## src/rtl/spi_pkg.sv

```systemverilog
// rtl/spi_pkg.sv - shared FSM type and constants for spi_slave
// SYNC_DEPTH is 2 when SPI_SLAVE_SYNC2_EN is defined, otherwise 1.
package spi_pkg;

  typedef enum logic [1:0] {
    IDLE,
    SHIFT,
    DONE
  } spi_state_t;

  localparam int DATA_WIDTH_DEFAULT = 8;

`ifdef SPI_SLAVE_SYNC2_EN
  localparam int SYNC_DEPTH = 2;
`else
  localparam int SYNC_DEPTH = 1;
`endif

endpackage

```

## src/rtl/spi_sync_edge.sv

```systemverilog
// rtl/spi_sync_edge.sv - input synchronizer with rise/fall detection against a one-cycle-delayed copy
// Depth comes from spi_pkg::SYNC_DEPTH (set by SPI_SLAVE_SYNC2_EN).
module spi_sync_edge
  import spi_pkg::*;
#(
  parameter logic RESET_VAL = 1'b0
) (
  input  logic clk,
  input  logic reset,
  input  logic d_i,
  output logic sync_o,
  output logic rise_o,
  output logic fall_o
);

  logic [SYNC_DEPTH-1:0] sync_q;
  logic                  prev_q;
  logic [SYNC_DEPTH:0]   prime_q;

  always_ff @(posedge clk) begin
    if (!reset) begin
      sync_q  <= {SYNC_DEPTH{RESET_VAL}};
      prev_q  <= RESET_VAL;
      prime_q <= '0;
    end else begin
      sync_q[0] <= d_i;
      for (int i = 1; i < SYNC_DEPTH; i++) begin
        sync_q[i] <= sync_q[i-1];
      end
      prev_q  <= sync_q[SYNC_DEPTH-1];
      prime_q <= {prime_q[SYNC_DEPTH-1:0], 1'b1};
    end
  end

  // Edges stay masked until the chain and its delayed copy hold real samples,
  // so a line already asserted at reset release is not seen as an edge.
  assign sync_o = sync_q[SYNC_DEPTH-1];
  assign rise_o = prime_q[SYNC_DEPTH] & sync_o & ~prev_q;
  assign fall_o = prime_q[SYNC_DEPTH] & ~sync_o & prev_q;

endmodule

```

## src/rtl/spi_slave.sv

```systemverilog
// rtl/spi_slave.sv - SPI mode-0 slave, one word per DATA_WIDTH SCLK rises, back-to-back words per CS frame
// SPI_SLAVE_SYNC2_EN selects two-flop input synchronizers (edge latency 3 clk instead of 2).
module spi_slave
  import spi_pkg::*;
#(
  parameter int DATA_WIDTH    = DATA_WIDTH_DEFAULT,
  parameter int CLK_RATIO_MIN = 4
) (
  input  logic                  clk,
  input  logic                  reset,
  input  logic                  SCLK,
  input  logic                  CS,
  input  logic                  MOSI,
  output logic                  MISO,
  output logic                  MISO_oe,
  input  logic [DATA_WIDTH-1:0] slaveDataToSend,
  output logic [DATA_WIDTH-1:0] slaveDataReceived,
  output logic                  dataValid,
  output logic                  busy
);

  localparam int               CNT_W    = $clog2(DATA_WIDTH);
  localparam logic [CNT_W-1:0] LAST_BIT = CNT_W'(DATA_WIDTH - 1);
  // Documents the clk/SCLK ratio the synchronizers assume; no logic depends on it.
  localparam int unused_clk_ratio_min = CLK_RATIO_MIN;

  logic sclk_sync_unused, sclk_rise, sclk_fall;
  logic cs_sync, cs_rise, cs_fall;

  spi_sync_edge #(.RESET_VAL(1'b0)) u_sclk_sync (
    .clk   (clk),
    .reset (reset),
    .d_i   (SCLK),
    .sync_o(sclk_sync_unused),
    .rise_o(sclk_rise),
    .fall_o(sclk_fall)
  );

  spi_sync_edge #(.RESET_VAL(1'b1)) u_cs_sync (
    .clk   (clk),
    .reset (reset),
    .d_i   (CS),
    .sync_o(cs_sync),
    .rise_o(cs_rise),
    .fall_o(cs_fall)
  );

  logic [SYNC_DEPTH-1:0] mosi_q;
  logic                  mosi_s;
  assign mosi_s = mosi_q[SYNC_DEPTH-1];

  spi_state_t            state_q, state_d;
  logic [CNT_W-1:0]      cnt_q, cnt_d;
  logic [DATA_WIDTH-1:0] tx_q, tx_d;
  logic [DATA_WIDTH-1:0] rx_q, rx_d;
  logic [DATA_WIDTH-1:0] rcv_q, rcv_d;
  logic                  miso_q, miso_d;
  logic                  dv_q, dv_d;
  logic [DATA_WIDTH-1:0] tx_shift, rx_next;

  assign tx_shift = tx_q << 1;
  assign rx_next  = (rx_q << 1) | DATA_WIDTH'(mosi_s);

  always_ff @(posedge clk) begin
    if (!reset) begin
      mosi_q  <= '0;
      state_q <= IDLE;
      cnt_q   <= '0;
      tx_q    <= '0;
      rx_q    <= '0;
      rcv_q   <= '0;
      miso_q  <= 1'b0;
      dv_q    <= 1'b0;
    end else begin
      mosi_q[0] <= MOSI;
      for (int i = 1; i < SYNC_DEPTH; i++) begin
        mosi_q[i] <= mosi_q[i-1];
      end
      state_q <= state_d;
      cnt_q   <= cnt_d;
      tx_q    <= tx_d;
      rx_q    <= rx_d;
      rcv_q   <= rcv_d;
      miso_q  <= miso_d;
      dv_q    <= dv_d;
    end
  end

  always_comb begin
    state_d = state_q;
    cnt_d   = cnt_q;
    tx_d    = tx_q;
    rx_d    = rx_q;
    rcv_d   = rcv_q;
    miso_d  = miso_q;
    dv_d    = 1'b0;
    case (state_q)
      IDLE: begin
        cnt_d  = '0;
        miso_d = 1'b0;
        if (cs_fall) begin
          state_d = SHIFT;
          tx_d    = slaveDataToSend;
          miso_d  = slaveDataToSend[DATA_WIDTH-1];
        end
      end
      SHIFT: begin
        if (cs_rise) begin
          state_d = IDLE;
          cnt_d   = '0;
          rx_d    = '0;
          miso_d  = 1'b0;
        end else begin
          if (sclk_rise) begin
            rx_d = rx_next;
            if (cnt_q == LAST_BIT) begin
              state_d = DONE;
              cnt_d   = '0;
              rcv_d   = rx_next;
              dv_d    = 1'b1;
              tx_d    = slaveDataToSend;
              miso_d  = slaveDataToSend[DATA_WIDTH-1];
            end else begin
              cnt_d = cnt_q + 1'b1;
            end
          end
          // The trailing fall of the previous word lands with cnt 0 and must
          // not shift away the MSB that was just reloaded.
          if (sclk_fall && cnt_q != '0) begin
            tx_d   = tx_shift;
            miso_d = tx_shift[DATA_WIDTH-1];
          end
        end
      end
      DONE: begin
        if (!cs_sync) begin
          state_d = SHIFT;
        end else begin
          state_d = IDLE;
          miso_d  = 1'b0;
        end
      end
      default: begin
        state_d = IDLE;
        miso_d  = 1'b0;
      end
    endcase
  end

  assign MISO              = miso_q;
  assign MISO_oe           = (state_q != IDLE) & ~cs_sync;
  assign slaveDataReceived = rcv_q;
  assign dataValid         = dv_q;
  assign busy              = (state_q == SHIFT);

endmodule

```

## config.mk

```make
export PLATFORM = sky130hd
export DESIGN_NAME = spi_slave
export DESIGN_NICKNAME = d
export VERILOG_FILES = /design/src/rtl/spi_pkg.sv /design/src/rtl/spi_sync_edge.sv /design/src/rtl/spi_slave.sv
export SDC_FILE = /design/constraint.sdc
export NUM_CORES = 1
export LEC_CHECK = 0
export ABC_AREA = 1
export BUFFER_PORTS_ARGS = -buffer_cell sky130_fd_sc_hd__clkbuf_2
export CORE_AREA = 2 2 70 72
export DETAILED_ROUTE_END_ITERATION = 8
export DIE_AREA = 0 0 72 74
export PLACE_DENSITY = 0.54
export SKIP_LAST_GASP = 1
export SYNTH_ARGS = -nofsm -noshare
export SYNTH_HDL_FRONTEND = slang
export SYNTH_SLANG_ARGS = --single-unit
```

## constraint.sdc

```tcl
create_clock -name clk -period 4.19 [get_ports clk]
set_input_delay 0.6285 -clock clk [delete_from_list [all_inputs] [get_ports clk]]
set_output_delay 0.6285 -clock clk [all_outputs]
set_load 0.01 [all_outputs]
```

==> flow_summary.toml, run 1 <==
[floorplanning]
die_area_sq_mm = 0.00533
start_util_pct = 34.0
ioPinCount = 25
core_sq_mm = 0.00460
die_h_um = 74
die_w_um = 72
rows = 25

[worst_setup_path]
start_kind = "flop"
arrival_ns = 1.91
worstSetupEndpointType = "flop"
cp_max_fo = 14
crit_required_ns = 4.37
crit_type = "reg -> reg"
reg2reg_slack_ns = 2.47

[synth]
synth_top_family_by_area = "simple AND/OR/NAND/NOR gates"
synth.distinct_cells = 24
synth_xor_area_share_pct = 0
synth_seq_area_share_pct = 46.2
synth_simple_gate_area_share_pct = 34.9
synth_area_sq_mm = 0.00156
synthesis.nets = 234
synth_fa_ha_area_share_pct = 2.40
synth_warnings = 0
synthMuxAreaShare_pct = 0
netlist_instances = 218
postSynthAreaPerCell_sq_um = 7.16
synth_compound_area_share_pct = 8.33
synth-seq-cells = 36

[clock_tree]
numCtsBuffers = 5
insertion_delay_ns = 0.29
cts-resized-gates = 0
cts_buffer_depth = 2
hold_buffers = 0
cts_tree = "done"
cts_sinks = 36
path_clk_slew_ns = 0.07
cts_root_buf = "clkbuf_8"
post_cts_buffers = 0
htree_levels = 2

[placement]
portBuffers = 24
place_hpwl_um = 2150
placed_cell_area_sq_mm = 0.00173
routabilityCongestion = 0.795

[sta]
drv_slew = 0
fin_skew_ns = 0.00363
worst_pin_slew_ns = 0.464
finalSetupViolations = 0
finalHoldViolCount = 0
slew_headroom_pct = 69.1
fmax_ghz = 0.580
fin_setup_tns_ns = 0
fin_crit_sh_pct = 41.1
min_period_ns = 1.72
rsz0062_at_grt = "false"
holdWs_ns = 0.416

[grt]
grt_pass1_vias = 1245
track_usage_pct = 13.5
grt_max_degree = 25
overflow = 0
antenna_found_initial = 0
grt_pass1_wl_um = 5480

[power_and_ir_drop]
p_per_area_mw_per_mm2 = 361
p_int_uw = 511
power_frac_comb_pct = 5.9
static-leakage-power_uw = 0.000888
switchingPower_uw = 148
peakVddDrop_v = 0.000144
clock_power_share_pct = 40.2
switching_share_pct = 22.4
seqPwrFrac_pct = 53.9

[routing]
via_count = 1355
firstDrtPassIters = 4
drt_drc_violations_left = 0
ant_nets = 0
wl_um = 3040
vias_per_cell = 4.55
wl_per_cell_um = 10.2
drt_iter0_markers = 82

[final_layout]
stdcell_area_sq_mm = 0.00183
layout_commonest_cell = "nand2_1"
area_delta_synth_final_pct = 16.9
n_antenna_cell = 0
drive_above_1_share_pct = 21.7
layout_common_cells = "nand2_1, dfxtp_1, nor2_1"
nets = 260

[run_status]
outcome = "finished clean"

[job]
drv_cap = 0

[worst_hold_path]
hp-class = "reg -> reg"
kinds of logic (layout without fill, tap and decap cells):
family / count (synthesis) / in the layout
flops: 36 / 36
simple gates: 122 / 122
buf+inv: 32 / 58
fa+ha+maj: 3 / 3
compound gates: 25 / 25
synthesized netlist by cell type:
master / n / share of area (%)
clkbuf_1: 4 / 0.96
nand2_2: 13 / 5.2
clkinv_2: 1 / 0.32
a21oi_1: 13 / 4.2
nand4_1: 2 / 0.80
nor3_1: 1 / 0.32
clkinv_4: 1 / 0.56
nor2_1: 27 / 6.5
nand2_1: 61 / 15
nor4_1: 1 / 0.40
a22oi_1: 1 / 0.48
or2_2: 1 / 0.40
nor3_4: 1 / 1.0
nor2_2: 1 / 0.40
dfxtp_1: 36 / 46
o21ai_0: 10 / 3.2
buf_2: 1 / 0.32
nand2_4: 1 / 0.72
o21a_1: 1 / 0.48
inv_2: 2 / 0.48
inv_1: 23 / 5.5
nand3_2: 1 / 0.64
ha_1: 3 / 2.4
nand3_1: 12 / 3.8
power by group through the flow:
stage | logic (uW) | clock network (uW) | registers, uW
after floorplan | 28.3 | 0 | 362
after global placement | 39.8 | 0 | 363
after detailed placement | 39.8 | 0 | 363
after CTS | 40.0 | 273 | 355
after global routing | 47.3 | 288 | 356
final | 39.2 | 265 | 355
layout make-up:
type                            count  area [sq um]
Inverter                           27           108
Sequential cell                    36           721
Fill cell                         490          2770
Multi-Input combinational cell    150           713
Tap cell                           54          67.6
Timing Repair Buffer               24           120
Clock buffer                        7          96.3
through the flow:
step / utilization, % / power (uW) / cells / setup WS [ns]
floorplan: - / 390 / 218 / 2.73
global placement: 37.6 / 403 / 291 / 2.42
detailed placement: 37.6 / 403 / 291 / 2.40
CTS: 39.7 / 668 / 298 / 2.44
global route: 39.7 / 691 / 298 / 2.25
finish: 39.7 / 659 / 298 / 2.47
critical path, stage by stage (launching register included):
cell and delay [ns]:
dfxtp_1 0.36, inv_1 0.07, ha_1 0.18, nand2_1 0.11
inv_1 0.05, nor2_1 0.16, nor2_1 0.06, nor2_1 0.08
nand2_1 0.27, a21oi_1 0.22, nor2_1 0.05
sequential cells by signal (all words and copies together) (netlist names):
signal	flops
state_q	2
u_cs_sync.prev_q	1
u_cs_sync.sync_o	1
dataValid	1
u_sclk_sync.prime_q	1
mosi_q	1
cnt_q	3
rx_q	7
MISO	1
tx_q	7
u_sclk_sync.prev_q	1
u_cs_sync.prime_q	1
u_sclk_sync.sync_o	1
slaveDataReceived	8
layer usage:
metal  up-vias  global-route usage, %  share of wire [%]
met1       599                   16.4                 49
li1        730                      -                  -
met3         5                   4.34                4.5
met4         0                   6.92                2.3
met5         -                      0                  0
met2        21                   21.7                 44
final timing paths:
check                            start                      to  cells past startpoint
setup / recovery              cnt_q[0]                 tx_q[0]                     10
hold / removal    u_cs_sync.prime_q[0]  u_sclk_sync.prime_q[1]                      2
setup reg to reg              cnt_q[0]                 tx_q[0]                     10
hold reg to reg   u_cs_sync.prime_q[0]  u_sclk_sync.prime_q[1]                      2
Note: power is estimated with default switching activity, not from simulation.
==> inputs of run 2 (changes only) <==
--- a/config.mk
+++ b/config.mk
@@ -10,7 +10,7 @@
 export CORE_AREA = 2 2 70 72
 export DETAILED_ROUTE_END_ITERATION = 8
 export DIE_AREA = 0 0 72 74
-export PLACE_DENSITY = 0.54
+export PLACE_DENSITY = 0.56
 export SKIP_LAST_GASP = 1
 export SYNTH_ARGS = -nofsm -noshare
 export SYNTH_HDL_FRONTEND = slang
==> constraint.sdc (replaced) <==
create_clock -name clk -period 1.5 [get_ports clk]
set_input_delay 0.225 -clock clk [delete_from_list [all_inputs] [get_ports clk]]
set_output_delay 0.225 -clock clk [all_outputs]
set_load 0.01 [all_outputs]
==> run 2 against run 1 <==
Against the previous run: setup slack lost 2.4 ns; non-clock buffer count up 10; die area stayed put; total power increased to 3.0 times the previous value; cell area rose by 9.7%; via count grew 1.7%; sequential power grew to 2.8 times the previous value; combinational power rose to 3.5 times the previous value; highest routed layer unchanged.
==> flow_summary.toml, run 2 (synthesized netlist as in run 1, its figures left out) <==
[worst_setup_path]
critical_path.max_stage_delay_ns = 0.36
r2r-start = "cnt_q[1]"
critPathBufInv = 3
reg2reg_to = "tx_q[2]"
r2r_cells = 11
cp_max_fo = 8
start_kind = "flop"
worst_path_most_repeated_cell = "nor2_1"
crit_type = "reg -> reg"
reg2reg_slack_ns = 0.09
cp_slowest_cell = "dfxtp_2"
cp.depth = 11
worstSetupEndpointType = "flop"
cp_top_family = "simple AND/OR/NAND/NOR gates"
crit_required_ns = 1.69
arrival_ns = 1.60
cp_cell_sequence = "inv_2 -> ha_4 -> nand2_4 -> inv_2 -> nor2_4 -> nor2_2 -> nor2_1 -> nand2_1 -> buf_6 -> nor2_1 -> nor2_1"

[power_and_ir_drop]
static-leakage-power_uw = 0.000942
peakVddDrop_v = 0.000516
p_per_area_mw_per_mm2 = 990

[worst_hold_path]
holdPathStages = 3
hold_end = "mosi_q"
hp-class = "in -> reg"
worstHoldStart = "MOSI"

[floorplanning]
start_util_pct = 34.0
die_w_um = 72
ioPinCount = 25
die_h_um = 74
die_area_sq_mm = 0.00533
rows = 25
core_sq_mm = 0.00460

[placement]
routabilityCongestion = 0.766
place_hpwl_um = 2290
place_inst = 301
place_ws_ns = -0.0998
portBuffers = 24

[sta]
fin_crit_sh_pct = 94.0
slew_headroom_pct = 84.1
worst_pin_slew_ns = 0.236
finalHoldViolCount = 0
min_period_ns = 1.41
finalSetupViolations = 0
rsz0062_at_grt = "true"
drv_slew = 0
fin_ws_ns = 0.0896
fmax_ghz = 0.709
fin_skew_ns = 0.00773
fin_setup_tns_ns = 0
holdWs_ns = 0.110

[grt]
overflow = 0
grt_max_degree = 22
grt_pass1_wl_um = 5810
antenna_found_initial = 0
grt_pass1_vias = 1277
track_usage_pct = 14.3

[final_layout]
area_delta_synth_final_pct = 28.2
largest_reg_flops = 8
multiInputGateArea_sq_um = 788
layout_common_cells = "nand2_1, dfxtp_1, clkbuf_2"
nets = 270
fillers = 484
final_core_util_pct = 43.5
final_cell_count_no_fill = 309
register_area_sq_um = 724
n_antenna_cell = 0
drive_above_1_share_pct = 33.3
layout_commonest_cell = "nand2_1"

[routing]
via_count = 1378
drt_drc_violations_left = 0
wl_um = 3310
vias_per_cell = 4.46
wl_per_cell_um = 10.7
firstDrtPassIters = 6
drt_iter0_markers = 46
ant_nets = 0

[job]
drv_cap = 0

[clock_tree]
numCtsBuffers = 5
cts_buffer_depth = 2
insertion_delay_ns = 0.29
htree_levels = 2
post_cts_buffers = 0
cts_root_buf = "clkbuf_8"
cts_sinks = 36
cts_tree = "done"
path_clk_slew_ns = 0.08

[run_status]
outcome = "finished clean"
## run 2: layout make-up
class	count	area share, %
Clock buffer	5	3.44
Timing Repair Buffer	34	10.1
Clock inverter	3	2.13
Tap cell	54	3.38
Inverter	27	5.37
Multi-Input combinational cell	150	39.4
Sequential cell	36	36.2
## run 2: how the worst max path moves through the flow
stage	startpoint	to
floorplan	cnt_q[0]	tx_q[0]
CTS	cnt_q[0]	tx_q[0]
detailed placement	cnt_q[0]	tx_q[5]
global route	cnt_q[1]	tx_q[6]
finish	cnt_q[1]	tx_q[2]
global placement	cnt_q[0]	tx_q[5]
## run 2: report_power, final
part	internal, uW	switching, uW
sequential	979	13.8
combinational	56.5	82.3
clock	492	359
total	1530	455
## run 2: stage by stage
stage          cell area (sq um)  power (uW)
5_1_grt                     2000        2080
6_report                    2000        1980
3_5_place_dp                1800        1140
2_1_floorplan               1560        1090
4_1_cts                     1920        2000
3_3_place_gp                1800        1140
## run 2: tightest hold or removal path, cell delays in order
cell and delay [ns]:
clkbuf_2 0.07, nand2_1 0.04, inv_1 0.04
## run 2: layer usage
layer  track usage (%)  routed length (um)  up-vias
met2              21.6                1450       29
li1                  -                   -      747
met1              18.3                1610      595
met4              6.29                  68        0
met3              5.28                 177        7
met5                 0                   0        -
## run 2: repair_timing
item	CTS	global route
endpoints found under the setup margin	7	16
pin swaps	0	10
resized for setup	4	25
gates cloned	0	0
hold buffers	0	0
==> inputs of run 3 (changes only) <==
--- a/config.mk
+++ b/config.mk
@@ -7,11 +7,14 @@
 export LEC_CHECK = 0
 export ABC_AREA = 1
 export BUFFER_PORTS_ARGS = -buffer_cell sky130_fd_sc_hd__clkbuf_2
-export CORE_AREA = 2 2 70 72
+export CORE_AREA = 2 2 72 74
 export DETAILED_ROUTE_END_ITERATION = 8
-export DIE_AREA = 0 0 72 74
+export DIE_AREA = 0 0 74 76
 export PLACE_DENSITY = 0.56
+export RECOVER_POWER = 25
 export SKIP_LAST_GASP = 1
+export SLEW_MARGIN = 20
 export SYNTH_ARGS = -nofsm -noshare
 export SYNTH_HDL_FRONTEND = slang
+export SYNTH_HIERARCHICAL = 1
 export SYNTH_SLANG_ARGS = --single-unit
==> run 3 against run 2 <==
Against the previous run: routed wire length grew 1.6%; setup slack worse by 0.028 ns; critical path depth shrank 8; via count grew 11%; first-iteration DRC count rose by 110%; clock skew down 0.0039 ns; critical path type is now reg -> out.
==> flow_summary.toml, run 3 <==
[synth]
synth_edf_count = 0
synth_top_cell_by_area = "dfxtp_1"
synth.most_common_cell = "nand2_1"
synth_simple_gate_area_share_pct = 34.6
synth_area_sq_mm = 0.00166
netlist_instances = 246
synth_seq_area_share_pct = 46.0
synth.distinct_cells = 19
postSynthAreaPerCell_sq_um = 6.73
synth_ff_type = "dfxtp_1"
synth_warnings = 6
synthMuxAreaShare_pct = 0
synth-seq-cells = 38
synth_commonest_cells = "nand2_1, nor2_1, dfxtp_1, inv_1, nand3_1"
synthTopCellsByArea = "dfxtp_1, nand2_1, nor2_1, inv_1, nand3_1"
synth_compound_area_share_pct = 7.56
synthesis.nets = 262
yosysTopAreaCellShare_pct = 46.0
synth_fa_ha_area_share_pct = 2.27
synth_top_family_by_area = "simple AND/OR/NAND/NOR gates"
synth_xor_area_share_pct = 0
async_flop_share_pct = 0

[power_and_ir_drop]
clock_power_share_pct = 36.9
peakVddDrop_v = 0.000504
p_int_uw = 1470
power_frac_comb_pct = 8.2
switching_share_pct = 23.1
static-leakage-power_uw = 0.00102
switchingPower_uw = 442
p_per_area_mw_per_mm2 = 909
seqPwrFrac_pct = 54.9

[final_layout]
drive_above_1_share_pct = 25.2
layout_commonest_cell = "nand2_1"
n_antenna_cell = 0
nets = 301
largest_reg_flops = 8
fillers = 515
multiInputGateArea_sq_um = 805
area_delta_synth_final_pct = 27.1
register_area_sq_um = 766
layout_common_cells = "nand2_1, nor2_1, dfxtp_1"
final_cell_count_no_fill = 356

[routing]
vias_per_cell = 4.31
drt_drc_violations_left = 0
wl_per_cell_um = 9.44
firstDrtPassIters = 4
ant_nets = 0
via_count = 1533
wl_um = 3360
drt_iter0_markers = 98

[floorplanning]
die_h_um = 76
ioPinCount = 25
rows = 26
die_w_um = 74
core_sq_mm = 0.00491
start_util_pct = 33.7
die_area_sq_mm = 0.00562

[worst_hold_path]
holdPathStages = 3
hp-class = "in -> reg"
hold_end = "u_cs_sync/sync_o"
worstHoldStart = "CS"

[grt]
grt_max_degree = 16
track_usage_pct = 13.2
overflow = 0
grt_pass1_vias = 1340
grt_pass1_wl_um = 5800
antenna_found_initial = 0

[worst_setup_path]
critical_path.max_stage_delay_ns = 0.44
r2r-start = "cnt_q[0]"
reg2reg_to = "tx_q[3]"
cp_cell_sequence = "inv_2 -> nor2_2 -> clkbuf_2"
cp_max_fo = 4
cp_slowest_cell = "dfxtp_1"
arrival_ns = 1.21
start_kind = "flop"
crit_required_ns = 1.27
crit_type = "reg -> out"
worstSetupEndpointType = "output pin"
cp_top_family = "flip-flops"
critPathBufInv = 2
reg2reg_slack_ns = 0.14
r2r_cells = 11

[placement]
routabilityCongestion = 0.791
portBuffers = 24
place_hpwl_um = 2410
place_ws_ns = 0.0136
place_inst = 348

[sta]
fin_skew_ns = 0.00384
slew_headroom_pct = 79.2
finalSetupViolations = 0
holdWs_ns = 0.106
fin_ws_ns = 0.0620
drv_slew = 0
min_period_ns = 1.44
rsz0062_at_grt = "true"
worst_pin_slew_ns = 0.310
fmax_ghz = 0.695
finalHoldViolCount = 0
fin_crit_sh_pct = 95.9

[clock_tree]
cts_tree = "done"
numCtsBuffers = 5
path_clk_slew_ns = 0.07
htree_levels = 2
insertion_delay_ns = 0.28
cts_sinks = 38
hold_buffers = 0
cts_root_buf = "clkbuf_8"
cts_buffer_depth = 2

[job]
drv_cap = 0

[run_status]
outcome = "finished clean"
-- run 3: cell count changes in the layout (fill, tap and decap cells not counted), sizes merged, moves of 2 or more --
| cell | before | now |
|---|---|---|
| inv | 25 | 36 |
| nor3 | 2 | 0 |
| buf | 10 | 12 |
| dfxtp | 36 | 38 |
| nand3 | 13 | 18 |
| nand2 | 75 | 72 |
| nand4 | 2 | 0 |
| clkbuf | 29 | 31 |
| nor2 | 28 | 50 |
-- run 3: worst max path at each step --
stage	from	endpoint	slack, ns	cells past startpoint
floorplan	cnt_q[0]	tx_q[1]	0.07	11
global placement	cnt_q[0]	tx_q[2]	0.02	11
detailed placement	cnt_q[0]	tx_q[2]	0.01	11
CTS	cnt_q[0]	tx_q[1]	0.009	11
global route	state_q[0]	busy	-0.01	3
finish	state_q[0]	busy	0.06	3
-- run 3: kinds of logic after synthesis --
| family | Yosys count |
|---|---|
| buffers and inverters | 41 |
| DFF | 38 |
| adders and majority gates | 3 |
| AOI/OAI and AO/OA | 24 |
| and+or+nand+nor | 140 |
-- run 3: routing by layer --
metal  track usage, %  routed length [um]  vias up
li1                 -                   -      832
met1             17.6                1740      669
met2             19.9                1440       26
met3             3.97                 134        6
met4             4.91                  52        0
met5                0                   0        -
-- run 3: what timing repair did --
action | in CTS | in global routing
pin swaps | 0 | 2
setup endpoints to repair | 4 | 19
hold endpoints to repair | 0 | 0
gates resized for setup | 2 | 22
setup buffers | 0 | 0
-- run 3: power by group through the flow --
stage	registers, uW	clock network (uW)	logic (uW)
finish	1050	706	156
CTS	1050	739	151
detailed placement	1070	0	149
global route	1050	784	182
floorplan	1070	0	95.0
global placement	1070	0	148
-- run 3: tightest hold or removal path, stage by stage --
cell and delay [ns]:
clkbuf_2 0.07, inv_1 0.03, nand2_1 0.04
-- run 3: area by class of cell --
cell class / count / area share (%)
tap: 70 / 4.16
multi-input combinational: 167 / 38.2
clock inverter: 1 / 0.238
clock buffer: 7 / 4.10
sequential: 38 / 36.4
timing repair buffer: 36 / 10.2
inverter: 37 / 6.72
-- run 3: through the flow --
| step | power (uW) | instance area [sq um] | util, % | setup TNS, ns |
|---|---|---|---|---|
| 4_1_cts | 1940 | 2030 | 41.4 | 0 |
| 3_3_place_gp | 1220 | 1930 | 39.4 | 0 |
| 2_1_floorplan | 1170 | 1660 | - | 0 |
| 5_1_grt | 2020 | 2100 | 42.8 | -0.0151 |
| 3_5_place_dp | 1220 | 1930 | 39.4 | 0 |
| 6_report | 1910 | 2100 | 42.8 | 0 |
